--- config.mk ---
export PLATFORM = sky130hd
export DESIGN_NAME = interrupt_controller
export DESIGN_NICKNAME = d
export VERILOG_FILES = /design/src/rtl/interrupt_pkg.sv /design/src/rtl/irq_sync_edge.sv /design/src/rtl/interrupt_controller.sv
export SDC_FILE = /design/constraint.sdc
export NUM_CORES = 1
export LEC_CHECK = 0
export ABC_AREA = 1
export CORE_UTILIZATION = 40
export CTS_BUF_LIST = sky130_fd_sc_hd__clkbuf_4 sky130_fd_sc_hd__clkbuf_8
export DETAILED_ROUTE_END_ITERATION = 10
export DONT_BUFFER_PORTS = 1
export PLACE_DENSITY = 0.58
export SLEW_MARGIN = 20
export SYNTH_ARGS = -nofsm -noshare
export SYNTH_HDL_FRONTEND = slang
export SYNTH_SLANG_ARGS = --single-unit
--- constraint.sdc ---
create_clock -name MCLK_IN -period 2.7 [get_ports MCLK_IN]
set_input_delay 0.405 -clock MCLK_IN [delete_from_list [all_inputs] [get_ports MCLK_IN]]
set_output_delay 0.405 -clock MCLK_IN [all_outputs]
set_load 0.05 [all_outputs]
--- src/rtl/interrupt_pkg.sv ---
// interrupt_pkg: shared FSM state, constants and priority helper for interrupt_controller
//   Contents: state_t (IDLE/ACK/HOLD), FC_IACK, NMI_LEVEL, REG_SEL_MASK/REG_SEL_PCLR,
//   highest_level() returning the highest set level (bit i-1 = level i), 0 if none.
package interrupt_pkg;
    typedef enum logic [1:0] {IDLE, ACK, HOLD} state_t;
    localparam logic [2:0] FC_IACK = 3'b111;
    localparam int NMI_LEVEL = 7;
    localparam logic REG_SEL_MASK = 1'b0;
    localparam logic REG_SEL_PCLR = 1'b1;
    function automatic logic [2:0] highest_level(input logic [6:0] req);
        highest_level = 3'd0;
        for (int i = 0; i < 7; i++)
            if (req[i]) highest_level = 3'(i + 1);
    endfunction
endpackage

--- src/rtl/irq_sync_edge.sv ---
// irq_sync_edge: per-bit multi-flop synchronizer followed by a rising-edge detector
//   clk, rst_n : clock, asynchronous active-low reset
//   din        : raw asynchronous inputs
//   rise       : one-cycle pulse per bit when the synchronized value goes 0 -> 1
module irq_sync_edge #(
    parameter int WIDTH  = 7,
    parameter int STAGES = 2
) (
    input  logic             clk,
    input  logic             rst_n,
    input  logic [WIDTH-1:0] din,
    output logic [WIDTH-1:0] rise
);
    logic [STAGES-1:0][WIDTH-1:0] sync;
    logic [WIDTH-1:0] prev;
    always_ff @(posedge clk or negedge rst_n) begin
        if (!rst_n) begin
            sync <= '0;
            prev <= '0;
        end else begin
            sync <= {sync[STAGES-2:0], din};
            prev <= sync[STAGES-1];
        end
    end
    assign rise = sync[STAGES-1] & ~prev;
endmodule

--- src/rtl/interrupt_controller.sv ---
// interrupt_controller: latches 7 edge-triggered IRQs, masks and priority-encodes them onto IPL, services IACK
//   MCLK_IN, RESET_n_IN        : clock, asynchronous active-low reset
//   IRQ_IN                     : raw sources, bit i-1 = level i, level 7 = NMI (never masked)
//   AS_IN, FC_IN, ADDR_IN      : CPU bus; IACK when AS_IN and FC_IN == 3'b111, ADDR_IN = acked level
//   REG_WR_IN, REG_SEL_IN, REG_WDATA_IN : mask write (sel 0) or pending write-1-to-clear (sel 1)
//   IPL_OUT, AVEC_OUT, BERR_OUT : active-high encoded level, autovector, spurious-ack bus error
//   PENDING_OUT, MASK_OUT      : register readback
//   DATA_OUT, DATA_OE_OUT, DTACK_OUT : vector response, only with INTERRUPT_CONTROLLER_VECTORED_EN
module interrupt_controller
    import interrupt_pkg::*;
#(
    parameter int         SYNC_STAGES = 2,
    parameter logic [7:0] VECTOR_BASE = 8'h40
) (
    input  logic       MCLK_IN,
    input  logic       RESET_n_IN,
    input  logic [6:0] IRQ_IN,
    input  logic       AS_IN,
    input  logic [2:0] FC_IN,
    input  logic [2:0] ADDR_IN,
    input  logic       REG_WR_IN,
    input  logic       REG_SEL_IN,
    input  logic [6:0] REG_WDATA_IN,
    output logic [2:0] IPL_OUT,
    output logic       AVEC_OUT,
    output logic       BERR_OUT,
    output logic [6:0] PENDING_OUT,
    output logic [6:0] MASK_OUT,
    output logic [7:0] DATA_OUT,
    output logic       DATA_OE_OUT,
    output logic       DTACK_OUT
);
    logic [6:0] rise, pending, mask, enable, lvl_bit, clr;
    logic [2:0] lvl;
    logic       valid, iack;
    state_t     state;

    irq_sync_edge #(.WIDTH(7), .STAGES(SYNC_STAGES)) u_sync (
        .clk  (MCLK_IN),
        .rst_n(RESET_n_IN),
        .din  (IRQ_IN),
        .rise (rise)
    );

    assign enable  = {1'b1, mask[NMI_LEVEL-2:0]};
    assign iack    = AS_IN && FC_IN == FC_IACK;
    assign lvl_bit = (lvl == 3'd0) ? 7'd0 : 7'd1 << (lvl - 3'd1);
    assign valid   = state == ACK && |(lvl_bit & pending & enable);
    assign clr     = (valid ? lvl_bit : 7'd0) |
                     ((REG_WR_IN && REG_SEL_IN == REG_SEL_PCLR) ? REG_WDATA_IN : 7'd0);
    assign PENDING_OUT = pending;
    assign MASK_OUT    = mask;

    // A new edge wins over a same-cycle clear; IPL holds its value during an acknowledge
    always_ff @(posedge MCLK_IN or negedge RESET_n_IN) begin
        if (!RESET_n_IN) begin
            pending <= '0;
            mask    <= '0;
            IPL_OUT <= '0;
        end else begin
            pending <= (pending & ~clr) | rise;
            if (REG_WR_IN && REG_SEL_IN == REG_SEL_MASK) mask <= REG_WDATA_IN;
            if (state == IDLE) IPL_OUT <= highest_level(pending & enable);
        end
    end

    always_ff @(posedge MCLK_IN or negedge RESET_n_IN) begin
        if (!RESET_n_IN) begin
            state    <= IDLE;
            lvl      <= '0;
            AVEC_OUT <= 1'b0;
            BERR_OUT <= 1'b0;
`ifdef INTERRUPT_CONTROLLER_VECTORED_EN
            DATA_OUT    <= '0;
            DATA_OE_OUT <= 1'b0;
            DTACK_OUT   <= 1'b0;
`endif
        end else begin
            case (state)
                IDLE: if (iack) begin
                    lvl   <= ADDR_IN;
                    state <= ACK;
                end
                ACK: begin
                    if (valid) begin
`ifdef INTERRUPT_CONTROLLER_VECTORED_EN
                        DATA_OUT    <= VECTOR_BASE + {5'd0, lvl};
                        DATA_OE_OUT <= 1'b1;
                        DTACK_OUT   <= 1'b1;
`else
                        AVEC_OUT <= 1'b1;
`endif
                    end else begin
                        BERR_OUT <= 1'b1;
                    end
                    state <= HOLD;
                end
                HOLD: if (!AS_IN) begin
                    AVEC_OUT <= 1'b0;
                    BERR_OUT <= 1'b0;
`ifdef INTERRUPT_CONTROLLER_VECTORED_EN
                    DATA_OE_OUT <= 1'b0;
                    DTACK_OUT   <= 1'b0;
`endif
                    state <= IDLE;
                end
                default: state <= IDLE;
            endcase
        end
    end

`ifndef INTERRUPT_CONTROLLER_VECTORED_EN
    assign DATA_OUT    = VECTOR_BASE & 8'h00;
    assign DATA_OE_OUT = 1'b0;
    assign DTACK_OUT   = 1'b0;
`endif
endmodule

==> impl_metrics.json <==
{
  "ys.flop_type": "dfrtp_1",
  "areaGrowthSynthToFinish_pct": 8.49,
  "crit_arrival_ns": 1.81,
  "synthTopCellsByCount": "nand2_1, dfrtp_1, inv_1",
  "postCtsHoldBufs": 2,
  "start_util": 0.420,
  "synthDistinctLibCells": 18,
  "synth-seq-area-share": 0.611,
  "root_buffer": "clkbuf_8",
  "cts_tree": "yes",
  "power_density_nw_per_um2": 822,
  "finalClockSkew_ns": 0.00992,
  "worstPathRequired_ns": 2.90,
  "ys_warn_count": 0,
  "die_y_um": 69.9,
  "wl_mm": 3.34,
  "worst_hold_slack_ns": 0.119,
  "cts-buffers-inserted": 5,
  "clockBufferDepth": 2,
  "drtIter0Drc": 85,
  "ios": 54,
  "synth_area_leaders": "dfrtp_1, nand2_1, inv_1",
  "synth_edf_count": 0,
  "netlist_instances": 205,
  "yosysTopAreaCell": "dfrtp_1",
  "leakage_nw": 1.03,
  "cp-end-kind": "flop",
  "place_hpwl_mm": 2.44,
  "use_met1": 0.195,
  "max_freq_ghz": 0.622,
  "insertion_delay_ns": 0.30,
  "path_clk_slew_ns": 0.09,
  "critical_path_class": "flop to flop",
  "antenna_found_initial": 0,
  "gp_congestion": 0.783,
  "fill_cells": 440,
  "yosys.cell_count.top_type": "nand2_1",
  "die-area_um2": 4880,
  "n_antenna_cell": 0,
  "final_util": 0.456,
  "grt_pass1_vias": 1166,
  "cts_sinks": 45,
  "die_w_um": 69.9,
  "post-cts-setup-buffers": 0,
  "groute.usage.overall": 0.150,
  "hold_viol": 0,
  "synth_top_area_share": 0.611,
  "grt_max_degree": 46,
  "outcome": "complete, no violations",
  "fin_crit_sh": 0.596,
  "cp-start-kind": "flop",
  "grtUsageMet3": 0.0577,
  "finalMaxSlewViolations": 0,
  "grt_util_met2": 0.220,
  "syn_area_um2": 1840,
  "htreeDepth": 2,
  "grt_pass1_wl_mm": 5.53,
  "grt-ovfl-total": 0,
  "layout_setup_ws_ns": 1.09,
  "ctsResizeCount": 0,
  "max-vdd-ir-drop_v": 0.000448,
  "async_flop_share": 1.00,
  "maxCapViolCount": 0,
  "drive_gt1_frac": 0.0845,
  "ys_ff_latch": 45,
  "drtPass1Iterations": 4,
  "relSlewSlack": 0.603,
  "busiest_layer": "met2",
  "route.detailed.drc": 0,
  "fin_crit_ns": 1.61,
  "rsz0062_at_grt": "false",
  "fin_nets": 237,
  "worstPathMaxFanout": 9,
  "row_count": 24,
  "fin_setup_tns_ns": 0,
  "tightest_slew_ns": 0.595,
  "setup_violations": 0,
  "vias": 1244,
  "vias_per_cell": 4.69,
  "holdCritPathClass": "input port to flop",
  "core_area_um2": 4380,
  "avgSynthCellArea_um2": 8.99,
  "post-place-ws_ns": 1.07,
  "io_buffers": 0,
  "detail-route-antenna-nets": 0,
  "wl_per_cell_um": 12.6
}
[worst paths after layout]
kind                                     start             end  slack (ns)  cells after the start
worst max register to register     MASK_OUT[1]  PENDING_OUT[3]        1.09                      8
worst min-delay path                 IRQ_IN[6]  u_sync.sync[6]        0.12                      0
worst min register to register  u_sync.sync[2]  u_sync.sync[9]        0.35                      0
worst max-delay path               MASK_OUT[1]  PENDING_OUT[3]        1.09                      8
min in group asynchronous           RESET_n_IN  u_sync.sync[9]        0.60                      2
max in group asynchronous           RESET_n_IN        BERR_OUT        1.89                      2
[layer usage]
| layer | vias to the layer above | routed length, um |
|---|---|---|
| li1 | 621 | - |
| met1 | 576 | 1560 |
| met2 | 40 | 1460 |
| met3 | 7 | 264 |
| met4 | 0 | 63 |
| met5 | - | 0 |
[critical path, cell delays in order, from the launching register on]
cell and delay, ns:
dfrtp_1 0.67, nand2_1 0.19, nand3b_1 0.20, nand2_1 0.08, nor2_2 0.05, nand2_4 0.10, nand3_1 0.10, nand2_1 0.08
nand2_1 0.04
[sequential cells by signal, indices dropped and copies added (netlist names)]
signal	count
AVEC_OUT	1
BERR_OUT	1
IPL_OUT	3
MASK_OUT	7
PENDING_OUT	7
lvl	3
state	2
u_sync.prev	7
u_sync.sync	14
[layout make-up]
type	instances	area (um^2)	share of cell area
Clock buffer	6	82.6	0.0413
Tap cell	52	65.1	0.0325
Timing Repair Buffer	2	37.5	0.0188
Clock inverter	2	16.3	0.00814
Multi-Input combinational cell	123	541	0.270
Sequential cell	45	1130	0.563
Inverter	35	131	0.0657
[cell families after synthesis]
| family | count (synthesis) | synth area share |
|---|---|---|
| AOI/OAI and AO/OA | 25 | 0.0686 |
| buffers and inverters | 46 | 0.114 |
| DFF | 45 | 0.611 |
| other | 1 | 0.00203 |
| and+or+nand+nor | 88 | 0.204 |
[power breakdown]
part	internal (W)	switching, W	leakage (nW)
clock network	0.000211	0.000236	0.0478
logic	0.0000669	0.000161	0.461
registers	0.000742	0.000225	0.521
total	0.00102	0.000623	1.03
[cells in the final DEF (no fill, tap or decap), types with 2 or more instances in the layout]
cell      synthesis  routed
inv_1            33      33
nor3_1            3       3
conb_1            1      10
nor2_2            6       6
dfrtp_1          45      45
clkbuf_8          0       6
nand2_1          54      54
a21oi_1           3       3
nand3_1          11      11
inv_2             2       2
o21ai_0          20      20
nor2_1           11      11
[stage by stage]
| step | cell area (um^2) | instances | total power [W] |
|---|---|---|---|
| floorplan | 1880 | 214 | 0.00115 |
| global placement | 1860 | 255 | 0.00119 |
| detailed placement | 1860 | 255 | 0.00119 |
| CTS | 2000 | 265 | 0.00166 |
| global route | 2000 | 265 | 0.00174 |
| finish | 2000 | 265 | 0.00164 |
(Power assumes the default switching activity.)
